<file path="src/rtl/reorder_buffer_if.sv">
// Dispatcher / CDB / commit bundle of the reorder buffer.
// master = surrounding core side, slave = the buffer itself.
interface reorder_buffer_if #(
   parameter int ROBWidth = 4,
   parameter int IDWidth  = 32,
   parameter int RegWidth = 5
) ();
   logic                dispatcher_rob_en_in;
   logic [1:0]          dispatcher_rob_type_in;
   logic [RegWidth-1:0] dispatcher_rob_rd_in;
   logic                rob_dispatcher_full_out;
   logic [ROBWidth-1:0] rob_dispatcher_tag_out;
   logic [ROBWidth-1:0] dispatcher_rob_qs_in;
   logic [ROBWidth-1:0] dispatcher_rob_qt_in;
   logic                rob_dispatcher_qs_ready_out;
   logic                rob_dispatcher_qt_ready_out;
   logic [IDWidth-1:0]  rob_dispatcher_qs_value_out;
   logic [IDWidth-1:0]  rob_dispatcher_qt_value_out;
   logic                cdb_rob_en_in;
   logic [ROBWidth-1:0] cdb_rob_tag_in;
   logic [IDWidth-1:0]  cdb_rob_value_in;
   logic                cdb_rob_mispredict_in;
   logic [IDWidth-1:0]  cdb_rob_target_in;
   logic                rob_regfile_en_out;
   logic [RegWidth-1:0] rob_regfile_d_out;
   logic [IDWidth-1:0]  rob_regfile_value_out;
   logic [ROBWidth-1:0] rob_regfile_h_out;
   logic                rob_regfile_rst_out;
   logic                rob_lsb_store_commit_out;
   logic                rob_flush_out;
   logic [IDWidth-1:0]  rob_fetcher_pc_out;

   modport master (
      output dispatcher_rob_en_in, dispatcher_rob_type_in,
      output dispatcher_rob_rd_in,
      output dispatcher_rob_qs_in, dispatcher_rob_qt_in,
      output cdb_rob_en_in, cdb_rob_tag_in, cdb_rob_value_in,
      output cdb_rob_mispredict_in, cdb_rob_target_in,
      input  rob_dispatcher_full_out, rob_dispatcher_tag_out,
      input  rob_dispatcher_qs_ready_out, rob_dispatcher_qt_ready_out,
      input  rob_dispatcher_qs_value_out, rob_dispatcher_qt_value_out,
      input  rob_regfile_en_out, rob_regfile_d_out,
      input  rob_regfile_value_out, rob_regfile_h_out,
      input  rob_regfile_rst_out, rob_lsb_store_commit_out,
      input  rob_flush_out, rob_fetcher_pc_out
   );

   modport slave (
      input  dispatcher_rob_en_in, dispatcher_rob_type_in,
      input  dispatcher_rob_rd_in,
      input  dispatcher_rob_qs_in, dispatcher_rob_qt_in,
      input  cdb_rob_en_in, cdb_rob_tag_in, cdb_rob_value_in,
      input  cdb_rob_mispredict_in, cdb_rob_target_in,
      output rob_dispatcher_full_out, rob_dispatcher_tag_out,
      output rob_dispatcher_qs_ready_out, rob_dispatcher_qt_ready_out,
      output rob_dispatcher_qs_value_out, rob_dispatcher_qt_value_out,
      output rob_regfile_en_out, rob_regfile_d_out,
      output rob_regfile_value_out, rob_regfile_h_out,
      output rob_regfile_rst_out, rob_lsb_store_commit_out,
      output rob_flush_out, rob_fetcher_pc_out
   );
endinterface

</file>
<file path="src/rtl/reorder_buffer.sv">
// Circular in-order reorder buffer: allocate, CDB capture,
// operand lookup with bypass, single in-order commit, flush.
module reorder_buffer #(
   parameter int ROBWidth = 4,
   parameter int IDWidth  = 32,
   parameter int RegWidth = 5
) (
   input logic             clk_in,
   input logic             rst_in,
   input logic             rdy_in,
   reorder_buffer_if.slave bus
);
   localparam int Depth = 1 << ROBWidth;
   localparam logic [ROBWidth:0] FullCnt = (ROBWidth+1)'(Depth);
   localparam logic [1:0] TyBr = 2'd1;
   localparam logic [1:0] TySt = 2'd2;

   typedef struct packed {
      logic                busy;
      logic                ready;
      logic [1:0]          kind;
      logic [RegWidth-1:0] rd;
      logic [IDWidth-1:0]  value;
      logic                mispredict;
      logic [IDWidth-1:0]  target;
   } entry_t;

   entry_t ent [Depth];

   logic [ROBWidth-1:0] head, tail;
   logic [ROBWidth:0]   count;

   logic                rf_en_q, st_q, fl_q;
   logic [RegWidth-1:0] rf_d_q;
   logic [IDWidth-1:0]  rf_v_q, pc_q;
   logic [ROBWidth-1:0] rf_h_q;

   entry_t hd_e;
   logic   full, do_commit, do_flush, blocked;
   logic   do_alloc, do_cdb;

   always_comb begin
      hd_e      = ent[head];
      full      = (count == FullCnt);
      do_commit = rdy_in & hd_e.busy & hd_e.ready;
      do_flush  = do_commit & (hd_e.kind == TyBr) & hd_e.mispredict;
      // squash inputs both at the flushing edge and while the pulse is out
      blocked   = do_flush | fl_q;
      do_alloc  = rdy_in & bus.dispatcher_rob_en_in & ~full & ~blocked;
      do_cdb    = rdy_in & bus.cdb_rob_en_in & ~blocked
                & ent[bus.cdb_rob_tag_in].busy;
   end

   always_ff @(posedge clk_in or posedge rst_in) begin
      if (rst_in) begin
         for (int i = 0; i < Depth; i++) ent[i] <= '0;
         head    <= '0;
         tail    <= '0;
         count   <= '0;
         rf_en_q <= 1'b0;
         st_q    <= 1'b0;
         fl_q    <= 1'b0;
         rf_d_q  <= '0;
         rf_v_q  <= '0;
         rf_h_q  <= '0;
         pc_q    <= '0;
      end else if (rdy_in) begin
         rf_en_q <= 1'b0;
         st_q    <= 1'b0;
         fl_q    <= do_flush;
         rf_d_q  <= '0;
         rf_v_q  <= '0;
         rf_h_q  <= '0;
         pc_q    <= '0;
         if (do_cdb) begin
            ent[bus.cdb_rob_tag_in].ready      <= 1'b1;
            ent[bus.cdb_rob_tag_in].value      <= bus.cdb_rob_value_in;
            ent[bus.cdb_rob_tag_in].mispredict <= bus.cdb_rob_mispredict_in;
            ent[bus.cdb_rob_tag_in].target     <= bus.cdb_rob_target_in;
         end
         if (do_alloc) begin
            ent[tail].busy       <= 1'b1;
            ent[tail].ready      <= 1'b0;
            ent[tail].kind       <= bus.dispatcher_rob_type_in;
            ent[tail].rd         <= bus.dispatcher_rob_rd_in;
            ent[tail].mispredict <= 1'b0;
         end
         if (do_commit) begin
            ent[head].busy <= 1'b0;
            head           <= head + 1'b1;
            if (hd_e.kind == TySt) begin
               st_q <= 1'b1;
            end else begin
               rf_en_q <= 1'b1;
               rf_d_q  <= hd_e.rd;
               rf_v_q  <= hd_e.value;
               rf_h_q  <= head;
            end
         end
         if (do_flush) begin
            for (int i = 0; i < Depth; i++) ent[i].busy <= 1'b0;
            head  <= '0;
            tail  <= '0;
            count <= '0;
            pc_q  <= hd_e.target;
         end else begin
            tail  <= tail + ROBWidth'(do_alloc);
            count <= count + (ROBWidth+1)'(do_alloc)
                           - (ROBWidth+1)'(do_commit);
         end
      end else begin
         rf_en_q <= 1'b0;
         st_q    <= 1'b0;
         fl_q    <= 1'b0;
      end
   end

   always_comb begin
      bus.rob_dispatcher_qs_ready_out = ent[bus.dispatcher_rob_qs_in].ready;
      bus.rob_dispatcher_qs_value_out = ent[bus.dispatcher_rob_qs_in].value;
      bus.rob_dispatcher_qt_ready_out = ent[bus.dispatcher_rob_qt_in].ready;
      bus.rob_dispatcher_qt_value_out = ent[bus.dispatcher_rob_qt_in].value;
      if (bus.cdb_rob_en_in
          && bus.cdb_rob_tag_in == bus.dispatcher_rob_qs_in) begin
         bus.rob_dispatcher_qs_ready_out = 1'b1;
         bus.rob_dispatcher_qs_value_out = bus.cdb_rob_value_in;
      end
      if (bus.cdb_rob_en_in
          && bus.cdb_rob_tag_in == bus.dispatcher_rob_qt_in) begin
         bus.rob_dispatcher_qt_ready_out = 1'b1;
         bus.rob_dispatcher_qt_value_out = bus.cdb_rob_value_in;
      end
   end

   assign bus.rob_dispatcher_full_out  = full;
   assign bus.rob_dispatcher_tag_out   = tail;
   assign bus.rob_regfile_en_out       = rf_en_q;
   assign bus.rob_regfile_d_out        = rf_d_q;
   assign bus.rob_regfile_value_out    = rf_v_q;
   assign bus.rob_regfile_h_out        = rf_h_q;
   assign bus.rob_regfile_rst_out      = fl_q;
   assign bus.rob_lsb_store_commit_out = st_q;
   assign bus.rob_flush_out            = fl_q;
   assign bus.rob_fetcher_pc_out       = pc_q;
endmodule

</file>
<file path="src/flat_wrapper.sv">
// flat-port wrapper written by rule: the top's interface ports become plain ports
module reorder_buffer_flat 
#(
   parameter int ROBWidth = 4,
   parameter int IDWidth  = 32,
   parameter int RegWidth = 5
)
  (clk_in, rst_in, rdy_in, bus_dispatcher_rob_en_in, bus_dispatcher_rob_type_in, bus_dispatcher_rob_rd_in, bus_dispatcher_rob_qs_in, bus_dispatcher_rob_qt_in, bus_cdb_rob_en_in, bus_cdb_rob_tag_in, bus_cdb_rob_value_in, bus_cdb_rob_mispredict_in, bus_cdb_rob_target_in, bus_rob_dispatcher_full_out, bus_rob_dispatcher_tag_out, bus_rob_dispatcher_qs_ready_out, bus_rob_dispatcher_qt_ready_out, bus_rob_dispatcher_qs_value_out, bus_rob_dispatcher_qt_value_out, bus_rob_regfile_en_out, bus_rob_regfile_d_out, bus_rob_regfile_value_out, bus_rob_regfile_h_out, bus_rob_regfile_rst_out, bus_rob_lsb_store_commit_out, bus_rob_flush_out, bus_rob_fetcher_pc_out);
  reorder_buffer_if #(.ROBWidth(ROBWidth), .IDWidth(IDWidth), .RegWidth(RegWidth)) bus_i ();
  input logic clk_in;
  input logic rst_in;
  input logic rdy_in;
  input wire logic [$bits(bus_i.dispatcher_rob_en_in)-1:0] bus_dispatcher_rob_en_in;
  input wire logic [$bits(bus_i.dispatcher_rob_type_in)-1:0] bus_dispatcher_rob_type_in;
  input wire logic [$bits(bus_i.dispatcher_rob_rd_in)-1:0] bus_dispatcher_rob_rd_in;
  input wire logic [$bits(bus_i.dispatcher_rob_qs_in)-1:0] bus_dispatcher_rob_qs_in;
  input wire logic [$bits(bus_i.dispatcher_rob_qt_in)-1:0] bus_dispatcher_rob_qt_in;
  input wire logic [$bits(bus_i.cdb_rob_en_in)-1:0] bus_cdb_rob_en_in;
  input wire logic [$bits(bus_i.cdb_rob_tag_in)-1:0] bus_cdb_rob_tag_in;
  input wire logic [$bits(bus_i.cdb_rob_value_in)-1:0] bus_cdb_rob_value_in;
  input wire logic [$bits(bus_i.cdb_rob_mispredict_in)-1:0] bus_cdb_rob_mispredict_in;
  input wire logic [$bits(bus_i.cdb_rob_target_in)-1:0] bus_cdb_rob_target_in;
  output wire logic [$bits(bus_i.rob_dispatcher_full_out)-1:0] bus_rob_dispatcher_full_out;
  output wire logic [$bits(bus_i.rob_dispatcher_tag_out)-1:0] bus_rob_dispatcher_tag_out;
  output wire logic [$bits(bus_i.rob_dispatcher_qs_ready_out)-1:0] bus_rob_dispatcher_qs_ready_out;
  output wire logic [$bits(bus_i.rob_dispatcher_qt_ready_out)-1:0] bus_rob_dispatcher_qt_ready_out;
  output wire logic [$bits(bus_i.rob_dispatcher_qs_value_out)-1:0] bus_rob_dispatcher_qs_value_out;
  output wire logic [$bits(bus_i.rob_dispatcher_qt_value_out)-1:0] bus_rob_dispatcher_qt_value_out;
  output wire logic [$bits(bus_i.rob_regfile_en_out)-1:0] bus_rob_regfile_en_out;
  output wire logic [$bits(bus_i.rob_regfile_d_out)-1:0] bus_rob_regfile_d_out;
  output wire logic [$bits(bus_i.rob_regfile_value_out)-1:0] bus_rob_regfile_value_out;
  output wire logic [$bits(bus_i.rob_regfile_h_out)-1:0] bus_rob_regfile_h_out;
  output wire logic [$bits(bus_i.rob_regfile_rst_out)-1:0] bus_rob_regfile_rst_out;
  output wire logic [$bits(bus_i.rob_lsb_store_commit_out)-1:0] bus_rob_lsb_store_commit_out;
  output wire logic [$bits(bus_i.rob_flush_out)-1:0] bus_rob_flush_out;
  output wire logic [$bits(bus_i.rob_fetcher_pc_out)-1:0] bus_rob_fetcher_pc_out;
  assign bus_i.dispatcher_rob_en_in = bus_dispatcher_rob_en_in;
  assign bus_i.dispatcher_rob_type_in = bus_dispatcher_rob_type_in;
  assign bus_i.dispatcher_rob_rd_in = bus_dispatcher_rob_rd_in;
  assign bus_i.dispatcher_rob_qs_in = bus_dispatcher_rob_qs_in;
  assign bus_i.dispatcher_rob_qt_in = bus_dispatcher_rob_qt_in;
  assign bus_i.cdb_rob_en_in = bus_cdb_rob_en_in;
  assign bus_i.cdb_rob_tag_in = bus_cdb_rob_tag_in;
  assign bus_i.cdb_rob_value_in = bus_cdb_rob_value_in;
  assign bus_i.cdb_rob_mispredict_in = bus_cdb_rob_mispredict_in;
  assign bus_i.cdb_rob_target_in = bus_cdb_rob_target_in;
  assign bus_rob_dispatcher_full_out = bus_i.rob_dispatcher_full_out;
  assign bus_rob_dispatcher_tag_out = bus_i.rob_dispatcher_tag_out;
  assign bus_rob_dispatcher_qs_ready_out = bus_i.rob_dispatcher_qs_ready_out;
  assign bus_rob_dispatcher_qt_ready_out = bus_i.rob_dispatcher_qt_ready_out;
  assign bus_rob_dispatcher_qs_value_out = bus_i.rob_dispatcher_qs_value_out;
  assign bus_rob_dispatcher_qt_value_out = bus_i.rob_dispatcher_qt_value_out;
  assign bus_rob_regfile_en_out = bus_i.rob_regfile_en_out;
  assign bus_rob_regfile_d_out = bus_i.rob_regfile_d_out;
  assign bus_rob_regfile_value_out = bus_i.rob_regfile_value_out;
  assign bus_rob_regfile_h_out = bus_i.rob_regfile_h_out;
  assign bus_rob_regfile_rst_out = bus_i.rob_regfile_rst_out;
  assign bus_rob_lsb_store_commit_out = bus_i.rob_lsb_store_commit_out;
  assign bus_rob_flush_out = bus_i.rob_flush_out;
  assign bus_rob_fetcher_pc_out = bus_i.rob_fetcher_pc_out;
  reorder_buffer #(.ROBWidth(ROBWidth), .IDWidth(IDWidth), .RegWidth(RegWidth)) u_core (.clk_in(clk_in), .rst_in(rst_in), .rdy_in(rdy_in), .bus(bus_i));
endmodule
</file>
<file path="config.mk">
export PLATFORM = sky130hd
export DESIGN_NAME = reorder_buffer_flat
export DESIGN_NICKNAME = d
export VERILOG_FILES = /design/src/rtl/reorder_buffer_if.sv /design/src/rtl/reorder_buffer.sv /design/src/flat_wrapper.sv
export SDC_FILE = /design/constraint.sdc
export NUM_CORES = 2
export LEC_CHECK = 0
export ABC_AREA = 1
export BUFFER_PORTS_ARGS = -buffer_cell sky130_fd_sc_hd__buf_4
export CORE_AREA = 2 2 521 523
export DETAILED_ROUTE_END_ITERATION = 10
export DIE_AREA = 0 0 523 525
export PLACE_DENSITY = 0.42
export SYNTH_ARGS = -nofsm -noshare
export SYNTH_HDL_FRONTEND = slang
export SYNTH_SLANG_ARGS = --single-unit
export TNS_END_PERCENT = 20
</file>
<file path="constraint.sdc">
create_clock -name clk_in -period 57.6 [get_ports clk_in]
set_input_delay 14.4 -clock clk_in [delete_from_list [all_inputs] [get_ports clk_in]]
set_output_delay 14.4 -clock clk_in [all_outputs]
set_load 0.05 [all_outputs]
</file>
Word-level counts from Yosys, hierarchy flattened --
Index checks and enable logic that the tools add are counted.
Word-level totals: memory bits (read-only) 0, RAM bits 0, memories 0, bits in latches 0, register bits after elaboration 1273, output and inout port bits 148
Cells by class: magnitude comparators 8, multipliers 0, muxes and demuxes 85, reductions and logical operators 7, bitwise logic cells 18, equality and inequality tests 5, divide/modulo/power cells 0, $add $sub $neg 4, shift-type cells 0
Operator list (number):
- $bwmux 1184 | 10
- $mux 1184 | 5
- $demux 74 s4 | 10
- $bmux 74 s4 | 4
- $mux 74 | 6
- $mux 73 | 6
- $mux 32 | 6
- $mux 72 | 1
- $mux 70 | 1
- $mux 33 | 2
- $mux 65 | 1
- $ge 5x5->1 const B | 5
- $mux 1 | 25
- $not 4->5 | 5
- $mux 4 | 5
- $lt 5x1->1 const B | 3
- $mux 5 | 3
- $and 1x1->1 | 10
- $eq 4x4->1 | 2
- $add 5x1->5 | 1
- $eq 5x5->1 const B | 1
- $logic_and 1x1->1 | 5
- $sub 5x1->5 | 1
- $add 4x1->4 | 1
- other kinds (7) | 8

Longest topological paths before layout --
depth after elaboration 24, depth in mapped cells 26, depth with buffers taken out 21

Worst setup path after synthesis --
Ideal clock, no wire load.
kind input to output, from input bus_dispatcher_rob_qs_in[0], to output bus_rob_dispatcher_qs_value_out[14], required time 43200 ps, buffers on the path 4, slack 26524 ps, stages on the path 8, arrival 16676 ps, cells stage by stage clkbuf_1 > clkinv_1 > clkbuf_1 > a21oi_1 > o2111ai_1 > clkbuf_1 > buf_1 > a31oi_1
On the way: longest elaborated chain between the ends 5, elaborated cells between the ends (all ways) 7, those cells by class 1 x eq/ne; 4 x mux; 1 x bitwise; 1 x reduce/logical
RTL lines:
- start, declared | line flat_wrapper.sv:16 | input wire logic [$bits(bus_i.dispatcher_rob_qs_in)-1:0] bus_dispatcher_rob_qs_in;
- $not 4->5 (not written as such) | line reorder_buffer.sv:120 | bus.rob_dispatcher_qs_value_out = ent[bus.dispatcher_rob_qs_in].value;
- $bmux 74 s4 | line reorder_buffer.sv:120
- $mux 73 (2 in series)
- $mux 32 * | line reorder_buffer.sv:123 | if (bus.cdb_rob_en_in
- end, declared | line flat_wrapper.sv:27 | output wire logic [$bits(bus_i.rob_dispatcher_qs_value_out)-1:0] bus_rob_dispatcher_qs_value_out;
Every way passes the cells marked *; elsewhere a longest branch is shown, timed or not. The select of a mux whose other input is x is not followed.

Final worst setup path --
from input bus_dispatcher_rob_qt_in[1], to output bus_rob_dispatcher_qt_value_out[2]
On the way: longest elaborated chain between the ends 5, elaborated cells between the ends (all ways) 7, those cells by class 1 x eq/ne; 4 x mux; 1 x bitwise; 1 x reduce/logical
RTL lines:
- start, declared | line flat_wrapper.sv:17 | input wire logic [$bits(bus_i.dispatcher_rob_qt_in)-1:0] bus_dispatcher_rob_qt_in;
- $not 4->5 (not written as such) | line reorder_buffer.sv:122 | bus.rob_dispatcher_qt_value_out = ent[bus.dispatcher_rob_qt_in].value;
- $bmux 74 s4 | line reorder_buffer.sv:122
- $mux 73 (2 in series)
- $mux 32 * | line reorder_buffer.sv:128 | if (bus.cdb_rob_en_in
- end, declared | line flat_wrapper.sv:28 | output wire logic [$bits(bus_i.rob_dispatcher_qt_value_out)-1:0] bus_rob_dispatcher_qt_value_out;
Marks and branches as above.

==> reports/metrics.cfg <==
[clock_tree]
cts_tree=done
cts_setup_buffers=0
hold_buffers=0
cts_max_path_buffers=4
clkSinkCount=1273
htreeDepth=4
ctsResizeCount=0
clkTransAtPathRegs_ns=0.06
clockRootBuffer=clkbuf_16
cts_buffers=165
clk_latency_ns=0.84

[critical_path]
slowest_stage=buf_4
rr_endpoint=u_core.count[4]$_DFFE_PP0P_
crit_chain=buf_4 > inv_8 > buf_4 > o22ai_1 > a21oi_1 > o2111ai_4 > buf_4 > a31oi_1 > buf_4
worst-r2r-setup-slack_ns=50.67
startpoint=bus_dispatcher_rob_qt_in[1]
worstSetupPathType=input pin to output port
worstPathRequired_ns=43.20
max_stage_delay_ns=0.96
crit_end=bus_rob_dispatcher_qt_value_out[2]
crit_fanout=151
arrival_ns=19.01
start_kind=input pin
rr_worst_depth=22
r2r_start=u_core.head[2]$_DFFE_PP0P_
cp-end-kind=output port
cpMostUsedCell=buf_4

[logic_synthesis]
synth_async_sr_flop_share_pct=100.0
yosysUniqueCellTypes=45
yosysTopAreaCellShare_pct=47.56
avgSynthCellArea_um2=7.596
seq_area_frac_synth_pct=47.56
synth_edf_count=0
syn_nets=8920
postSynthCellCount=8818
synth_area_leader_cell=dfrtp_1
ys_warn_count=0
synth_area_leaders=dfrtp_1, o21ai_0, nand2_1, a21oi_1, nor2_1
syn_area_um2=66990
ys.flop_type=dfrtp_1
synth_seq_cells=1273

[global_route]
busiest_layer=met2
use_met3_pct=2.696
grt_max_degree=194
use_met1_pct=28.43
grt_pass1_vias=60870
grtUsageMet2_pct=33.05
antenna_found_initial=10
grt_pass1_wl_mm=427.0
overflow=0
grt_usage_pct=20.57

[power_and_ir_drop]
power_frac_seq_pct=35.6
power_frac_clock_pct=30.0
combPwrFrac_pct=34.4
leakage_uw=0.03302
switchingPower_uw=1393
p_sw_share_pct=40.82
ir_drop_uv=62.02
cellPowerDensity_nw_per_um2=44.81
internal-power_uw=2019

[timing]
fmax_mhz=29.93
fin_crit_ns=33.41
setup_viol=0
clock-skew-final_ns=0.06461
fin_ws_ns=24.19
fin_crit_sh_pct=58.01
tightestPinTransition_ns=1.263
rsz0062_at_grt=no
maxSlewHeadroom_pct=15.47
drv_slew=0
hold_violations=0
tns_ns=0

[detailed_routing]
antenna_left=0
route.detailed.drc=0
dr.pass1.iters=7
wl_per_cell_um=23.80
vias_per_cell=5.250
wl_mm=290.4
vias=64060
drtIter0Drc=7013

[cells_and_area]
design_area_um2=76140
nets=8613
final_cell_mix=nand2_1, o21ai_0, dfrtp_1
final_common_cell=nand2_1
drive_above_1_share_pct=7.546
final_util_pct=28.27
syn_to_final_growth_pct=13.67

[placement]
dp_hpwl_mm=156.7
gp_congestion=0.8157
numPortBuffers=236
dp_slack_ns=24.06
place_area_um2=70890

[floorplan]
coreArea_um2=269300
dieArea_um2=274600
fp.dieH_um=525
rows=191
floorplan.initialDensity_pct=24.87
ios=237
die_w_um=523

[flow_run]
cap_violations=0

[outcome]
status=finished clean

[min_path]
min_path_type=flop to flop

-- how the worst min path moves through the flow --
| stage | start | end | cells after the start |
|---|---|---|---|
| after floorplan | flop | flop | 2 |
| after global placement | flop | flop | 2 |
| after detailed placement | flop | flop | 2 |
| after CTS | flop | flop | 2 |
| after global routing | flop | flop | 2 |
| final | flop | flop | 2 |
-- critical path: cells and delay by family --
family | cells | cell delay, ns
compound gates | 4 | 1.70
buf+inv | 5 | 2.81
-- area by class of cell --
cell class | count | area, µm²
fill | 29100 | 193200
clock inverter | 28 | 250.2
sequential | 1273 | 31860
tap | 3570 | 4467
antenna | 5 | 12.51
inverter | 377 | 1490
timing repair buffer | 350 | 2760
multi-input combinational | 6344 | 30310
clock buffer | 255 | 4992
-- power by group through the flow --
stage          clock network (µW)  logic [µW]  registers, µW
2_1_floorplan                   0         760           1220
3_3_place_gp                    0        1160           1220
3_5_place_dp                    0        1170           1220
4_1_cts                      1050        1180           1210
5_1_grt                      1090        1300           1240
6_report                     1020        1170           1210
-- per-layer routing --
| metal | part of all wire [%] | wire length (µm) |
|---|---|---|
| met5 | 0.0045 | 13 |
| met1 | 45 | 129300 |
| met3 | 6.4 | 18630 |
| met4 | 3.4 | 9917 |
| met2 | 46 | 132600 |
-- kinds of logic after synthesis --
family	Yosys count	share of synthesized area (%)
AOI/OAI and AO/OA	3321	27.25
and+or+nand+nor	3002	17.53
DFF	1273	47.56
buffers and inverters	1201	7.307
adders and majority gates	13	0.2540
xor gates and xnor gates	8	0.1046
-- metrics by stage --
stage	std cells	power (µW)	hold slack, ns
after floorplan	8818	1977	0.4419
after global placement	11910	2382	0.4527
after detailed placement	11910	2397	0.4593
after CTS	12200	3438	0.4742
after global routing	12200	3624	0.4941
final	12200	3412	0.4712
-- synth_stat cells (all sizes together) (46+ instances only) --
cell type / n
o21ai: 2069
clkbuf: 555
nand4: 46
o211ai: 189
o221ai: 66
a31oi: 87
nand3: 199
nor2: 695
buf: 269
inv: 371
a21oi: 667
a22oi: 75
dfrtp: 1273
nand2: 2057
No activity file was read; power rests on OpenSTA's default activity.
